## src/rtl/pkg_display7seg.sv

```systemverilog
// Shared types and constants for the 7-segment scan monitor: FSM states,
// active-high A..G digit patterns, anode indices and the BCD pair helper.
package pkg_display7seg;

  typedef enum logic [1:0] {
    S_HUNT = 2'd0,
    S_CAP  = 2'd1,
    S_CMP  = 2'd2
  } state_t;

  // Bit 6 = segment A ... bit 0 = segment G, active-high
  localparam logic [6:0] SEG_DIGIT [0:9] = '{
    7'b1111110, 7'b0110000, 7'b1101101, 7'b1111001, 7'b0110011,
    7'b1011011, 7'b1011111, 7'b1110000, 7'b1111111, 7'b1111011
  };
  localparam logic [6:0] SEG_BLANK = 7'b0000000;

  localparam logic [1:0] IDX_DZ_GARRAFAS = 2'd0;
  localparam logic [1:0] IDX_UN_GARRAFAS = 2'd1;
  localparam logic [1:0] IDX_DZ_ROLHAS   = 2'd2;
  localparam logic [1:0] IDX_UN_ROLHAS   = 2'd3;

  // tens*10 + units built from shifts: tens*2 + tens*8 + units
  function automatic logic [6:0] bcd_pair_to_bin(input logic [3:0] tens,
                                                 input logic [3:0] units);
    return 7'({tens, 1'b0}) + 7'({tens, 3'b000}) + 7'(units);
  endfunction

endpackage

```

## src/rtl/decodificador_7seg_bcd.sv

```systemverilog
// Combinational lookup of an active-high A..G pattern into a BCD digit.
// A blanked display reads as 0; any unknown pattern drops valid.
module decodificador_7seg_bcd
  import pkg_display7seg::*;
(
  input  logic [6:0] seg,
  output logic       valid,
  output logic [3:0] bcd
);

  always_comb begin
    valid = 1'b0;
    bcd   = 4'd0;
    if (seg == SEG_BLANK) begin
      valid = 1'b1;
    end else begin
      for (int i = 0; i < 10; i++) begin
        if (seg == SEG_DIGIT[i]) begin
          valid = 1'b1;
          bcd   = 4'(i);
        end
      end
    end
  end

endmodule

```

## src/rtl/monitor_varredura_7seg.sv

```systemverilog
// Receive-side monitor for the 4-digit multiplexed 7-segment bus: rebuilds
// each scan frame and publishes garrafas/rolhas once stable. Optional
// scan watchdog enabled by defining SCAN_WATCHDOG_EN.
module monitor_varredura_7seg
  import pkg_display7seg::*;
#(
  parameter int SETTLE_CYCLES  = 2,
  parameter int STABLE_FRAMES  = 2,
  parameter int TIMEOUT_CYCLES = 1024
) (
  input  logic       clk,
  input  logic       clr,
  input  logic [7:0] Nout_7seg,
  input  logic [3:0] Nac_7segmentos,
  output logic [6:0] garrafas_val,
  output logic [6:0] rolhas_val,
  output logic       frame_valid,
  output logic       frame_stb,
  output logic       err_seg,
  output logic       err_anode,
  output logic       err_timeout
);

  localparam logic [3:0] SETTLE_LIM = 4'(SETTLE_CYCLES);
  localparam logic [2:0] STABLE_LIM = 3'(STABLE_FRAMES);

  logic [6:0] seg_s1_q, seg_s2_q;
  logic [3:0] an_s1_q, an_s2_q, an_prev_q;
  logic [3:0] settle_q, settle_d;
  state_t     state_q, state_d;
  logic [1:0] exp_q, exp_d;
  logic [15:0] cur_q, cur_d, prev_q, prev_d;
  logic       prev_ok_q, prev_ok_d;
  logic [2:0] stable_q, stable_d;
  logic [6:0] garr_q, garr_d, rolh_q, rolh_d;
  logic       fv_q, fv_d, stb_q, stb_d;
  logic       err_seg_q, err_seg_d, err_an_q, err_an_d;

  logic       dp_unused;
  logic       anode_chg, sample, take, seg_ok, onehot;
  logic [3:0] an_ah, bcd;
  logic [1:0] an_idx;
  logic [6:0] g_val, r_val;

  assign dp_unused = Nout_7seg[0];

  decodificador_7seg_bcd u_dec (
    .seg   (~seg_s2_q),
    .valid (seg_ok),
    .bcd   (bcd)
  );

  assign an_ah     = ~an_s2_q;
  assign onehot    = $onehot(an_ah);
  assign anode_chg = (an_s2_q != an_prev_q);
  assign g_val     = bcd_pair_to_bin(cur_q[3:0], cur_q[7:4]);
  assign r_val     = bcd_pair_to_bin(cur_q[11:8], cur_q[15:12]);

  always_comb begin
    an_idx = IDX_DZ_GARRAFAS;
    case (an_ah)
      4'b0010: an_idx = IDX_UN_GARRAFAS;
      4'b0100: an_idx = IDX_DZ_ROLHAS;
      4'b1000: an_idx = IDX_UN_ROLHAS;
      default: an_idx = IDX_DZ_GARRAFAS;
    endcase
  end

  // One sample per dwell: the cycle the settle count first hits its limit
  always_comb begin
    if (anode_chg)                    settle_d = 4'd0;
    else if (settle_q == SETTLE_LIM)  settle_d = settle_q;
    else                              settle_d = settle_q + 4'd1;
    sample = !anode_chg && (settle_d == SETTLE_LIM) && (settle_q != SETTLE_LIM);
    take   = sample && (an_s2_q != 4'hF);
  end

`ifdef SCAN_WATCHDOG_EN
  localparam logic [15:0] WD_LIM = 16'(TIMEOUT_CYCLES);
  logic [15:0] wd_q, wd_d;
  logic        err_to_q, err_to_d;
`endif

  always_comb begin
    state_d    = state_q;
    exp_d      = exp_q;
    cur_d      = cur_q;
    prev_d     = prev_q;
    prev_ok_d  = prev_ok_q;
    stable_d   = stable_q;
    garr_d     = garr_q;
    rolh_d     = rolh_q;
    fv_d       = fv_q;
    stb_d      = 1'b0;
    err_seg_d  = err_seg_q;
    err_an_d   = err_an_q;

    case (state_q)
      S_HUNT: begin
        if (take) begin
          if (!seg_ok) begin
            err_seg_d = 1'b1;
          end else if (!onehot) begin
            err_an_d = 1'b1;
          end else if (an_idx == IDX_DZ_GARRAFAS) begin
            cur_d[3:0] = bcd;
            exp_d      = IDX_UN_GARRAFAS;
            state_d    = S_CAP;
          end
        end
      end
      S_CAP: begin
        if (take) begin
          if (!seg_ok) begin
            err_seg_d = 1'b1;
            state_d   = S_HUNT;
          end else if (!onehot || (an_idx != exp_q)) begin
            err_an_d = 1'b1;
            state_d  = S_HUNT;
          end else begin
            cur_d[{exp_q, 2'b00} +: 4] = bcd;
            exp_d = exp_q + 2'd1;
            if (exp_q == IDX_UN_ROLHAS) state_d = S_CMP;
          end
        end
      end
      S_CMP: begin
        if (prev_ok_q && (cur_q == prev_q))
          stable_d = (stable_q == STABLE_LIM) ? stable_q : stable_q + 3'd1;
        else
          stable_d = 3'd1;
        prev_d    = cur_q;
        prev_ok_d = 1'b1;
        if ((stable_d == STABLE_LIM) &&
            (!fv_q || (g_val != garr_q) || (r_val != rolh_q))) begin
          garr_d = g_val;
          rolh_d = r_val;
          fv_d   = 1'b1;
          stb_d  = 1'b1;
        end
        // The sample after digit 3 is digit 0 of the following frame
        state_d = S_CAP;
        exp_d   = IDX_DZ_GARRAFAS;
      end
      default: state_d = S_HUNT;
    endcase

`ifdef SCAN_WATCHDOG_EN
    err_to_d = err_to_q;
    if (anode_chg)          wd_d = 16'd0;
    else if (wd_q == WD_LIM) wd_d = wd_q;
    else                    wd_d = wd_q + 16'd1;
    if ((wd_d == WD_LIM) && (wd_q != WD_LIM)) begin
      err_to_d = 1'b1;
      fv_d     = 1'b0;
      state_d  = S_HUNT;
    end
`endif
  end

  always_ff @(posedge clk) begin
    if (!clr) begin
      seg_s1_q  <= 7'h7F;
      seg_s2_q  <= 7'h7F;
      an_s1_q   <= 4'hF;
      an_s2_q   <= 4'hF;
      an_prev_q <= 4'hF;
      settle_q  <= 4'd0;
      state_q   <= S_HUNT;
      exp_q     <= IDX_DZ_GARRAFAS;
      prev_ok_q <= 1'b0;
      stable_q  <= 3'd0;
      garr_q    <= 7'd0;
      rolh_q    <= 7'd0;
      fv_q      <= 1'b0;
      stb_q     <= 1'b0;
      err_seg_q <= 1'b0;
      err_an_q  <= 1'b0;
    end else begin
      seg_s1_q  <= Nout_7seg[7:1];
      seg_s2_q  <= seg_s1_q;
      an_s1_q   <= Nac_7segmentos;
      an_s2_q   <= an_s1_q;
      an_prev_q <= an_s2_q;
      settle_q  <= settle_d;
      state_q   <= state_d;
      exp_q     <= exp_d;
      prev_ok_q <= prev_ok_d;
      stable_q  <= stable_d;
      garr_q    <= garr_d;
      rolh_q    <= rolh_d;
      fv_q      <= fv_d;
      stb_q     <= stb_d;
      err_seg_q <= err_seg_d;
      err_an_q  <= err_an_d;
    end
  end

  // Frame digit storage is guarded by state/prev_ok, so it needs no reset
  always_ff @(posedge clk) begin
    cur_q  <= cur_d;
    prev_q <= prev_d;
  end

`ifdef SCAN_WATCHDOG_EN
  always_ff @(posedge clk) begin
    if (!clr) begin
      wd_q     <= 16'd0;
      err_to_q <= 1'b0;
    end else begin
      wd_q     <= wd_d;
      err_to_q <= err_to_d;
    end
  end
  assign err_timeout = err_to_q;
`else
  assign err_timeout = 1'b0;
`endif

  assign garrafas_val = garr_q;
  assign rolhas_val   = rolh_q;
  assign frame_valid  = fv_q;
  assign frame_stb    = stb_q;
  assign err_seg      = err_seg_q;
  assign err_anode    = err_an_q;

endmodule

```

## config.mk

```make
export PLATFORM = sky130hd
export DESIGN_NAME = monitor_varredura_7seg
export DESIGN_NICKNAME = d
export VERILOG_FILES = /design/src/rtl/pkg_display7seg.sv /design/src/rtl/decodificador_7seg_bcd.sv /design/src/rtl/monitor_varredura_7seg.sv
export SDC_FILE = /design/constraint.sdc
export NUM_CORES = 1
export LEC_CHECK = 0
export ABC_CLOCK_PERIOD_IN_PS = 3570
export BUFFER_PORTS_ARGS = -buffer_cell sky130_fd_sc_hd__buf_2
export CORE_ASPECT_RATIO = 0.8
export CORE_UTILIZATION = 50
export CTS_CLUSTER_DIAMETER = 100
export DETAILED_ROUTE_END_ITERATION = 10
export PLACE_DENSITY = 0.75
export SLEW_MARGIN = 20
export SYNTH_ARGS = -nofsm -noshare
export SYNTH_HDL_FRONTEND = slang
export SYNTH_SLANG_ARGS = --single-unit
```

## constraint.sdc

```tcl
create_clock -name clk -period 3.57 [get_ports clk]
set_input_delay 0.1785 -clock clk [delete_from_list [all_inputs] [get_ports clk]]
set_output_delay 0.1785 -clock clk [all_outputs]
set_load 0.01 [all_outputs]
```

Yosys cells after proc, flatten, opt, wreduce, memory -nomap -nowiden
Cells that the tools add are included.

storage, ports and cells
  bits in registers = 88
  input port bits = 14
  output and inout bits = 19
  logic and storage cells = 156

cells by class
  $add $sub $neg = 11
  equal/unequal tests = 38
  shift operators = 2
  muxes and demuxes = 57
  bitwise operators = 4
  reduce and logical (&&, ||, !) cells = 25

operators with widths
  kind                                                   count
  equality test 7 bit (second input constant)            8
  two-way mux 4 bit                                      12
  two-way mux 2 bit                                      13
  two-way mux 3 bit                                      7
  two-way mux 1 bit                                      19
  != test 2 bit (second input constant)                  9
  case mux 2 bit (3 select lines)                        3
  bitwise mux 16 bit                                     1
  equality test 16 bit                                   1
  AND reduction 8 bit                                    2
  variable shift 4 x 6 -> 16 bit (first input constant)  1
  indexed part select 4 x 6 -> 16 bit                    1
  adder 5 x 7 -> 7 bit                                   2
  adder 7 x 4 -> 7 bit                                   2
  equality test 7 x 6 -> 1 bit (second input constant)   2
  != test 7 bit                                          2
  equality test 4 x 2 -> 1 bit (second input constant)   3
  != test 4 bit (second input constant)                  2
  case mux 4 bit (2 select lines)                        1
  logical NOT 7 bit                                      1
  inverter 7 bit                                         1
  AND reduction 7 bit                                    1
  equality test 3 x 2 -> 1 bit (second input constant)   2
  negator 4 -> 6 bit                                     1
  27 further kinds                                       40

Depth between registers and ports, before layout
Gate-level depths: netlist (run 1).

  depth after elaboration = 18
  gate-level depth with buffers = 12
  gate-level depth less buffers = 11

Hierarchy
Synthesis (run 1) repeated with hierarchy kept, for this count alone.

second synthesis, totals
  cells, all modules = 436
  area total of the unflattened synthesis = 4503.1 um^2

modules (own cells, without submodules)
  module                  instances  cells an instance  area an instance (um^2)  sequential area each (um^2)
  monitor_varredura_7seg  1          403                4289.1                   2082.0
  decodificador_7seg_bcd  1          33                 214.0                    0.0

Worst setup path before layout (run 1)
OpenSTA, ideal clock, no wires.

  kind = register to register
  from = reg cur_q[8]
  to = reg garr_q[4] (netlist: garrafas_val[4])
  setup time = 0.072 ns
  data arrival time = 2.833 ns
  data required time = 3.498 ns
  path slack = 0.666 ns
  stages on the path, launching flop included = 13
  period minus slack after synthesis = 2.904 ns
  cells stage by stage = edfxtp_1 > inv_1 > fa_1 > inv_1 > fa_1 > a21o_1 > a21oi_1 > xnor2_1 > xor2_1 > nor3_1 > a21oi_2 > buf_4 > mux2i_1

on the way
  word-level cells in the longest chain between the ends = 7
  elaborated cells on any way between the ends = 11
  those cells by class = add/sub: 2; eq/ne: 3; mux: 2; reduce/logical: 4

RTL lines
  element                                                       line                           RTL
  from (decl)                                                   monitor_varredura_7seg.sv:32   logic [15:0] cur_q, cur_d, prev_q, prev_d;
  from (signal assigned)                                        monitor_varredura_7seg.sv:201  cur_q <= cur_d;
  branches (longest 5 deep; another with adder 5 x 7 -> 7 bit)  n/a
  logical AND 1 bit (*)                                         monitor_varredura_7seg.sv:134  if ((stable_d == STABLE_LIM) &&
  AND reduction 2 bit (no source line) (*)                      n/a
  to (signal assigned)                                          monitor_varredura_7seg.sv:190  garr_q <= garr_d;
  to (decl)                                                     monitor_varredura_7seg.sv:35   logic [6:0] garr_q, garr_d, rolh_q, rolh_d;

Mark *: on every way between the ends. The select of a mux whose other input is x is not followed.
A chain may end at the register's enable or synchronous reset.

Worst setup path after layout (run 1)
  from = reg cur_q[8]
  to = reg rolh_q[4] (netlist: rolhas_val[4])

on the way
  word-level cells in the longest chain between the ends = 7
  elaborated cells on any way between the ends = 11
  those cells by class = add/sub: 2; eq/ne: 3; mux: 2; reduce/logical: 4

RTL lines
  element                                                       line                           RTL
  branches (longest 7 deep; another with adder 5 x 7 -> 7 bit)  n/a
  to (signal assigned)                                          monitor_varredura_7seg.sv:191  rolh_q <= rolh_d;
  to (decl)                                                     monitor_varredura_7seg.sv:35

Several ways; the timed one is not identified. The select of a mux whose other input is x is not followed.

==> results.cfg, run 1 <==
[outcome]
outcome = completed

[cells_and_area]
fin_util_pct = 58.3
fin_area_mm2 = 0.00499
diodes = 0
final_cell_mix = dfxtp_1 (56), nand2_1 (40), nor2_1 (34), nand2b_1 (33), edfxtp_1 (32)
nets = 523
area_delta_synth_final_pct = 11.9
final_common_cell = dfxtp_1
drive_gt1_share_pct = 11.8

[die]
die_w_um = 108
initial_core_util_pct = 52.0
rows = 30
fp.dieArea_mm2 = 0.00929
die_h_um = 86.4
coreArea_mm2 = 0.00856
io_pins = 33

[clocking]
numCtsBuffers = 9
cts_num_sinks = 88
ctsResizeCount = 0
clk_pin_slew_ns = 0.09
cts_max_level = 3
clock_latency_ns = 0.37
clock_path_buffers = 2
cts_tree = built
clock-root-buffer = clkbuf_8

[drt]
drt-initial-drc-count = 134
dr.pass1.iters = 4
vias = 3050
routedWlPerCell_um = 12.9
route.detailed.drc = 0
ant_nets = 0
viasPerCell = 5.13
finalWirelength_mm = 7.69

[global_routing]
grt_pass1_wl_mm = 13.3
grt_pass1_vias = 2989
grt_max_degree = 38
grt-ovfl-total = 0
antenna_found_initial = 0
track_usage_pct = 18.4

[timing]
setup_violations = 0
drv_slew = 0
fmax_ghz = 0.322
fin_tns_setup_ns = 0
relSlewSlack_pct = 55.7
period_minus_slack_ns = 3.10
min_period_over_period_pct = 86.9
worstMarginPinSlew_ns = 0.664
finalClockSkew_ns = 0.0129
hold_viol_final = 0
rsz0062_at_grt = false

[synth]
synth_edf_count = 32
yosysSeqAreaShare_pct = 46.7
avgSynthCellArea_um2 = 10.2
ys_warn_count = 0
syn_area_mm2 = 0.00445
ys_ff_latch = 88
synth_cell_types = 53
ys.flop_type = dfxtp_1
synth_fp_nets = 482
netlist_instances = 436
synth-async-reset-ratio_pct = 0

[power_and_ir_drop]
p_per_area_mw_per_mm2 = 367
p_leak_uw = 0.00201
power_uw = 1830
ir_drop_mv = 0.346

[worst_setup_path]
end_kind = flop
crit_chain = inv_1, fa_1, inv_1, fa_1, a21o_1, a21oi_1, xnor2_1, xor2_1, nor3_1, a21oi_2, buf_4, mux2i_1
cp-start-kind = flop
critical_path_class = reg2reg
worst_path_largest_cell_delay_ns = 0.53
path_max_fanout = 12
critPathTopFamily = adder cells
cp_slowest_cell = fa_1
cp.arrival_ns = 3.39
cp.required_ns = 3.86
crit_buf_inv = 3

[min_path]
min_path_type = in2reg

[place]
placed_cell_area_mm2 = 0.00468
numPortBuffers = 30
place.gp.congestion = 0.878
dp_hpwl_mm = 5.63

[flow_run]
drv_cap = 0
[layout make-up]
cell class	instances	area, µm²
Tap cell	112	140
Timing Repair Buffer	44	283
Multi-Input combinational cell	307	2190
Inverter	27	101
Clock inverter	7	68.8
Clock buffer	9	124
Sequential cell	88	2080
Fill cell	722	3570
[final timing paths]
check                            startpoint            end  slack, ns  depth (start not counted)
worst max register to register     cur_q[8]  rolhas_val[4]       0.47                         12
worst min-delay path                    clr   an_prev_q[2]       0.30                          2
worst min register to register  seg_s1_q[4]    seg_s2_q[4]       0.42                          1
worst max-delay path               cur_q[8]  rolhas_val[4]       0.47                         12
[synth_stat cells, types with 4 or more instances]
master / n / area share, %
dfxtp_1: 56 / 25
nand2_1: 40 / 3.4
nor2_1: 34 / 2.9
nand2b_1: 33 / 4.6
edfxtp_1: 32 / 22
ha_1: 27 / 7.6
inv_1: 27 / 2.3
xnor2_1: 25 / 4.9
xor2_1: 21 / 4.1
mux2i_1: 16 / 3.6
a21oi_1: 10 / 1.1
nand3_1: 10 / 1.1
nor3_1: 10 / 1.1
clkbuf_1: 8 / 0.67
and2_1: 7 / 0.98
nand4_1: 7 / 0.98
nor2b_1: 6 / 0.84
o22ai_1: 6 / 0.84
a31oi_1: 5 / 0.70
fa_1: 5 / 2.2
o21ai_0: 5 / 0.56
or3_1: 5 / 0.70
nor4_1: 4 / 0.56
[report_power, final]
| part | internal, µW | switching, µW |
|---|---|---|
| Sequential | 1050 | 14.4 |
| Combinational | 46.5 | 48.8 |
| Clock | 276 | 398 |
[metal layers]
| metal | track usage (%) | vias up | part of all wire [%] |
|---|---|---|---|
| met3 | 6.17 | 8 | 4.0 |
| met5 | 0 | - | 0 |
| met4 | 4.86 | 0 | 1.1 |
| met1 | 21.8 | 1404 | 47 |
| li1 | - | 1568 | - |
| met2 | 32.1 | 70 | 48 |
[cells by family after synthesis]
| kind of cell | count (synthesis) | share of synthesized area (%) |
|---|---|---|
| buffers and inverters | 41 | 4.16 |
| flip-flops | 88 | 46.7 |
| multiplexers | 17 | 3.85 |
| AO/OA/AOI/OAI | 44 | 7.11 |
| XOR/XNOR | 46 | 9.05 |
| adder cells (fa/ha/maj) | 33 | 10.1 |
| other | 1 | 0.0842 |
| AND/OR/NAND/NOR | 166 | 19.0 |
[stage by stage]
step	hold WS, ns	setup WS (ns)	instances
CTS	0.292	0.442	594
finish	0.304	0.469	594
floorplan	0.280	0.666	436
detailed placement	0.361	0.492	567
global placement	0.358	0.552	567
global route	0.314	0.288	594
[state kept, by name (all words and copies together) (netlist names), 4 cells and up]
signal        flops
an_prev_q         4
an_s1_q           4
an_s2_q           4
cur_q            16
garrafas_val      7
prev_q           16
rolhas_val        7
seg_s1_q          7
seg_s2_q          7
settle_q          4
[repair_timing]
action	in CTS	in global routing
setup buffers	0	0
hold buffers	11	0
hold endpoints to repair	11	0
(Power assumes the default switching activity.)
==> run 2, diff against run 1 <==
--- a/config.mk
+++ b/config.mk
@@ -15,4 +15,5 @@
 export SLEW_MARGIN = 20
 export SYNTH_ARGS = -nofsm -noshare
 export SYNTH_HDL_FRONTEND = slang
+export SYNTH_HIERARCHICAL = 1
 export SYNTH_SLANG_ARGS = --single-unit
==> results.cfg, run 2 <==
[timing]
period_minus_slack_ns = 3.17
fmax_ghz = 0.315
finalClockSkew_ns = 0.00730
finalWorstSetupSlack_ns = 0.398
hold_ws_ns = 0.0888
fin_tns_setup_ns = 0
relSlewSlack_pct = 50.4
min_period_over_period_pct = 88.8
rsz0062_at_grt = false
setup_violations = 0
worstMarginPinSlew_ns = 0.743
drv_slew = 0
hold_viol_final = 0

[cells_and_area]
drive_gt1_share_pct = 11.7
nets = 519
reg.largest.list = cur_q x16, prev_q x16
fin_area_mm2 = 0.00503
fill_cells = 742
final_cell_mix = dfxtp_1 (56), nand2_1 (42), nand2b_1 (35), xor2_1 (33), edfxtp_1 (32)
final_common_cell = dfxtp_1
area_delta_synth_final_pct = 11.8
diodes = 0

[synth]
ys.flop_type = dfxtp_1
ys_ff_latch = 88
yosys.area.top_type_share_pct = 24.9
synth_most_common_cell = dfxtp_1
synth_cell_types = 58
ys_warn_count = 6
synth_edf_count = 32
syn_area_mm2 = 0.00450
yosysSeqAreaShare_pct = 46.2
yosys-top-cells-count = dfxtp_1 (56), nand2_1 (42), nand2b_1 (35)
netlist_instances = 436
synth_fp_nets = 481
synth-async-reset-ratio_pct = 0
synth.largest_area_cell = dfxtp_1
netlist_top_cells_area = dfxtp_1 (25%), edfxtp_1 (21%), ha_1 (7.2%), xor2_1 (6.4%), nand2b_1 (4.9%)
avgSynthCellArea_um2 = 10.3

[min_path]
min_path_type = in2reg
hold_depth = 2
min_to = an_s1_q[3]
min-delay-start = clr

[drt]
finalWirelength_mm = 7.81
route.detailed.drc = 0
vias = 3094
ant_nets = 0
viasPerCell = 5.24
dr.pass1.iters = 4
drt-initial-drc-count = 116
routedWlPerCell_um = 13.2

[clocking]
cts_max_level = 3
numCtsBuffers = 9
cts_tree = built
clk_pin_slew_ns = 0.09
clock_path_buffers = 2
clock-root-buffer = clkbuf_8
clock_latency_ns = 0.36
ctsResizeCount = 0
cts_num_sinks = 88

[worst_setup_path]
end_kind = flop
r2r_cells = 8
cp.required_ns = 3.83
path_max_fanout = 12
critical_path_class = reg2reg
cp.arrival_ns = 3.44
crit-reg2reg-launch = cur_q[8]
cp-start-kind = flop
rrSetupSlack_ns = 0.40
rr_endpoint = garrafas_val[3]

[die]
coreArea_mm2 = 0.00860
die_h_um = 86.9
rows = 30
io_pins = 33
fp.dieArea_mm2 = 0.00939
initial_core_util_pct = 52.4
die_w_um = 108

[outcome]
outcome = completed

[place]
numPortBuffers = 30
dp_hpwl_mm = 5.71
place.gp.congestion = 0.793
dp_slack_ns = 0.408
placed_cell_area_mm2 = 0.00473

[global_routing]
grt_pass1_vias = 3038
grt-ovfl-total = 0
grt_max_degree = 55
antenna_found_initial = 0
track_usage_pct = 18.4
grt_pass1_wl_mm = 13.2

[power_and_ir_drop]
ir_drop_mv = 0.375
p_per_area_mw_per_mm2 = 361
p_leak_uw = 0.00211

[flow_run]
drv_cap = 0
-- run 2: cell count changes after synthesis, sizes merged, moves of 4 or more --
| cell | delta |
|---|---|
| xor2 | +12 |
| nand4 | -4 |
| o22ai | -4 |
| nor4 | +4 |
| xnor2 | -15 |
| nand3b | +4 |
-- run 2: power by group --
| part | internal, µW | switching [µW] | leakage (µW) |
|---|---|---|---|
| logic | 44.9 | 50.1 | 0.00128 |
| clock network | 303 | 367 | 0.000103 |
| registers | 1050 | 8.63 | 0.000726 |
-- run 2: area by class of cell --
type,count,area (µm²),area share (%)
Timing Repair Buffer,43,275,5.47
Clock buffer,10,149,2.96
Inverter,24,90.1,1.79
Tap cell,112,140,2.78
Sequential cell,88,2080,41.4
Multi-Input combinational cell,308,2250,44.7
Clock inverter,6,46.3,0.920
-- run 2: routing by layer --
| layer | GRT usage [%] | routed length, µm |
|---|---|---|
| met3 | 6.21 | 346 |
| met4 | 7.10 | 147 |
| met5 | 0 | 0 |
| met2 | 32.2 | 3780 |
| met1 | 20.8 | 3540 |
-- run 2: what timing repair did --
action	CTS	global route
hold buffers	11	0
hold endpoints to repair	11	0
setup buffers	0	0
-- run 2: through the flow --
step / util (%) / power [µW] / std cells
6_report: 58.6 / 1820 / 591
5_1_grt: 58.6 / 1900 / 591
4_1_cts: 58.6 / 1840 / 591
3_5_place_dp: 55.0 / 1160 / 564
3_3_place_gp: 55.0 / 1160 / 564
2_1_floorplan: - / 1140 / 436
-- run 2: cell families after synthesis --
family          share of synthesized area (%)
simple gates                             19.9
compound gates                           7.39
mux                                      3.56
flops                                    46.2
other cells                            0.0833
buf+inv                                  3.78
xor+xnor                                 9.36
fa+ha+maj                                9.67
-- run 2: critical path: stages (launching register included) --
cell	delay, ns
edfxtp_1	0.50
fa_1	0.56
fa_1	0.46
a21o_1	0.20
a21oi_2	0.17
xnor3_1	0.23
or2_1	0.26
o31a_4	0.45
o211a_1	0.23
-- run 2: worst max path at each step --
stage                   from              end  slack, ns  depth (start not counted)
floorplan           cur_q[8]      frame_valid       0.54                          9
global placement    cur_q[8]  garrafas_val[3]       0.44                          8
detailed placement  cur_q[8]  garrafas_val[3]       0.41                          8
CTS                 cur_q[8]  garrafas_val[3]       0.38                          8
global route        cur_q[8]  garrafas_val[3]       0.26                          8
finish              cur_q[8]  garrafas_val[3]       0.40                          8
==> run 3, diff against run 2 <==
--- a/config.mk
+++ b/config.mk
@@ -7,11 +7,12 @@
 export LEC_CHECK = 0
 export ABC_CLOCK_PERIOD_IN_PS = 3570
 export BUFFER_PORTS_ARGS = -buffer_cell sky130_fd_sc_hd__buf_2
+export CAP_MARGIN = 20
 export CORE_ASPECT_RATIO = 0.8
-export CORE_UTILIZATION = 50
+export CORE_UTILIZATION = 28
 export CTS_CLUSTER_DIAMETER = 100
 export DETAILED_ROUTE_END_ITERATION = 10
-export PLACE_DENSITY = 0.75
+export PLACE_DENSITY = 0.5
 export SLEW_MARGIN = 20
 export SYNTH_ARGS = -nofsm -noshare
 export SYNTH_HDL_FRONTEND = slang
==> results.cfg, run 3 (synthesized netlist as in run 2, its figures left out) <==
[die]
die_w_um = 144
coreArea_mm2 = 0.0157
rows = 41
die_h_um = 115
fp.dieArea_mm2 = 0.0166
initial_core_util_pct = 28.6
io_pins = 33

[timing]
setup_violations = 0
fmax_ghz = 0.317
hold_viol_final = 0
relSlewSlack_pct = 33.0
fin_tns_setup_ns = 0
period_minus_slack_ns = 3.16
rsz0062_at_grt = false
drv_slew = 0
worstMarginPinSlew_ns = 1.00
finalClockSkew_ns = 0.00672
min_period_over_period_pct = 88.5

[place]
place.gp.congestion = 0.818
numPortBuffers = 30
dp_hpwl_mm = 6.00

[cells_and_area]
diodes = 0
final_common_cell = dfxtp_1
reg.largest.list = cur_q x16, prev_q x16
fill_cells = 1621
nets = 512
fin_util_pct = 33.0
area_delta_synth_final_pct = 15.4
drive_gt1_share_pct = 11.9
final_cell_mix = dfxtp_1 (56), nand2_1 (42), nand2b_1 (35), xor2_1 (33), edfxtp_1 (32)

[power_and_ir_drop]
p_clk_share_pct = 44.8
netSwitchingFraction_pct = 22.4
ir_drop_mv = 0.247
p_leak_uw = 0.00212
p_comb_share_pct = 4.3
seq_power_share_pct = 50.9
p_sw_uw = 465
p_int_uw = 1610
p_per_area_mw_per_mm2 = 399

[clocking]
clock-root-buffer = clkbuf_16
cts_setup_buffers = 0
clock_latency_ns = 0.34
cts_max_level = 3
cts_tree = built
numCtsBuffers = 9
clock_path_buffers = 2
clk_pin_slew_ns = 0.07
cts_num_sinks = 88

[worst_setup_path]
critical_path_class = reg2reg
cp.arrival_ns = 3.39
end_kind = flop
path_max_fanout = 12
cp.required_ns = 3.80
r2r_cells = 8
cp-start-kind = flop
crit-reg2reg-launch = cur_q[8]
rrSetupSlack_ns = 0.41
rr_endpoint = garrafas_val[3]

[outcome]
outcome = completed

[global_routing]
track_usage_pct = 11.0
grt_max_degree = 59
grt_pass1_wl_mm = 14.2
grt_pass1_vias = 3038
antenna_found_initial = 0
grt-ovfl-total = 0

[min_path]
min_to = an_s1_q[3]
min-delay-start = Nac_7segmentos[3]
min_path_type = in2reg
hold_depth = 2

[drt]
routedWlPerCell_um = 11.9
drt-initial-drc-count = 126
vias = 2998
dr.pass1.iters = 4
ant_nets = 0
viasPerCell = 4.36
finalWirelength_mm = 8.18
route.detailed.drc = 0

[flow_run]
drv_cap = 0
==> run 3: cell types whose count changed in the layout (fill, tap and decap cells not counted), sizes merged <==
| cell | before | now |
|---|---|---|
| clkinv | 2 | 4 |
| clkinvlp | 0 | 1 |
| dlygate4sd3 | 11 | 4 |
| inv | 28 | 25 |
==> run 3: area by class of cell <==
class	count	area [µm²]	share of cell area (%)
clock buffers	10	250	4.81
clock inverters	6	51.3	0.987
inverters	24	90.1	1.73
multi-input cells	308	2250	43.3
flip-flops and latches	88	2080	40.0
well taps	215	269	5.17
repair buffers	36	205	3.95
==> run 3: worst max-delay path, stage by stage (launching register included) <==
cell and delay (ns):
edfxtp_1 0.48, fa_1 0.56, fa_1 0.47, a21o_1 0.20, a21oi_2 0.17, xnor3_1 0.22
or2_1 0.26, o31a_4 0.45, o211a_1 0.23
==> run 3: stage by stage <==
stage	hold WS [ns]	std cells	cell area, µm²	total power (µW)	setup WS (ns)
final	0.0164	687	5200	2070	0.411
after global routing	0.0116	687	5200	2170	0.229
after CTS	0.000862	686	5190	2110	0.390
after detailed placement	0.361	667	4860	1160	0.402
after global placement	0.358	667	4860	1160	0.432
after floorplan	0.280	436	4500	1140	0.543
==> run 3: worst max path at each step <==
stage	start	end	slack [ns]	cells past startpoint
2_1_floorplan	cur_q[8]	frame_valid	0.54	9
5_1_grt	cur_q[0]	garrafas_val[3]	0.23	9
4_1_cts	cur_q[8]	garrafas_val[3]	0.39	8
3_5_place_dp	cur_q[8]	garrafas_val[3]	0.40	8
6_report	cur_q[8]	garrafas_val[3]	0.41	8
3_3_place_gp	cur_q[8]	garrafas_val[3]	0.43	8
==> run 3: power groups by stage <==
stage | logic (µW) | registers, µW | clock network [µW]
floorplan | 70.6 | 1070 | 0
global placement | 85.0 | 1080 | 0
detailed placement | 86.6 | 1080 | 0
CTS | 89.9 | 1060 | 962
global route | 103 | 1060 | 1010
finish | 89.8 | 1060 | 928
==> run 3: per-layer routing <==
layer  GRT usage [%]  vias to the layer above  part of all wire (%)
met5               0                        -                     0
met4            3.05                        0                  0.79
met3            3.43                        7                   3.9
met2            18.1                       49                    45
met1            14.0                     1399                    51
li1                -                     1543                     -
==> run 3: what timing repair did <==
item | in CTS | in global routing
hold buffers | 3 | 1
gates resized for setup | 0 | 0
endpoints found under the hold margin | 3 | 1
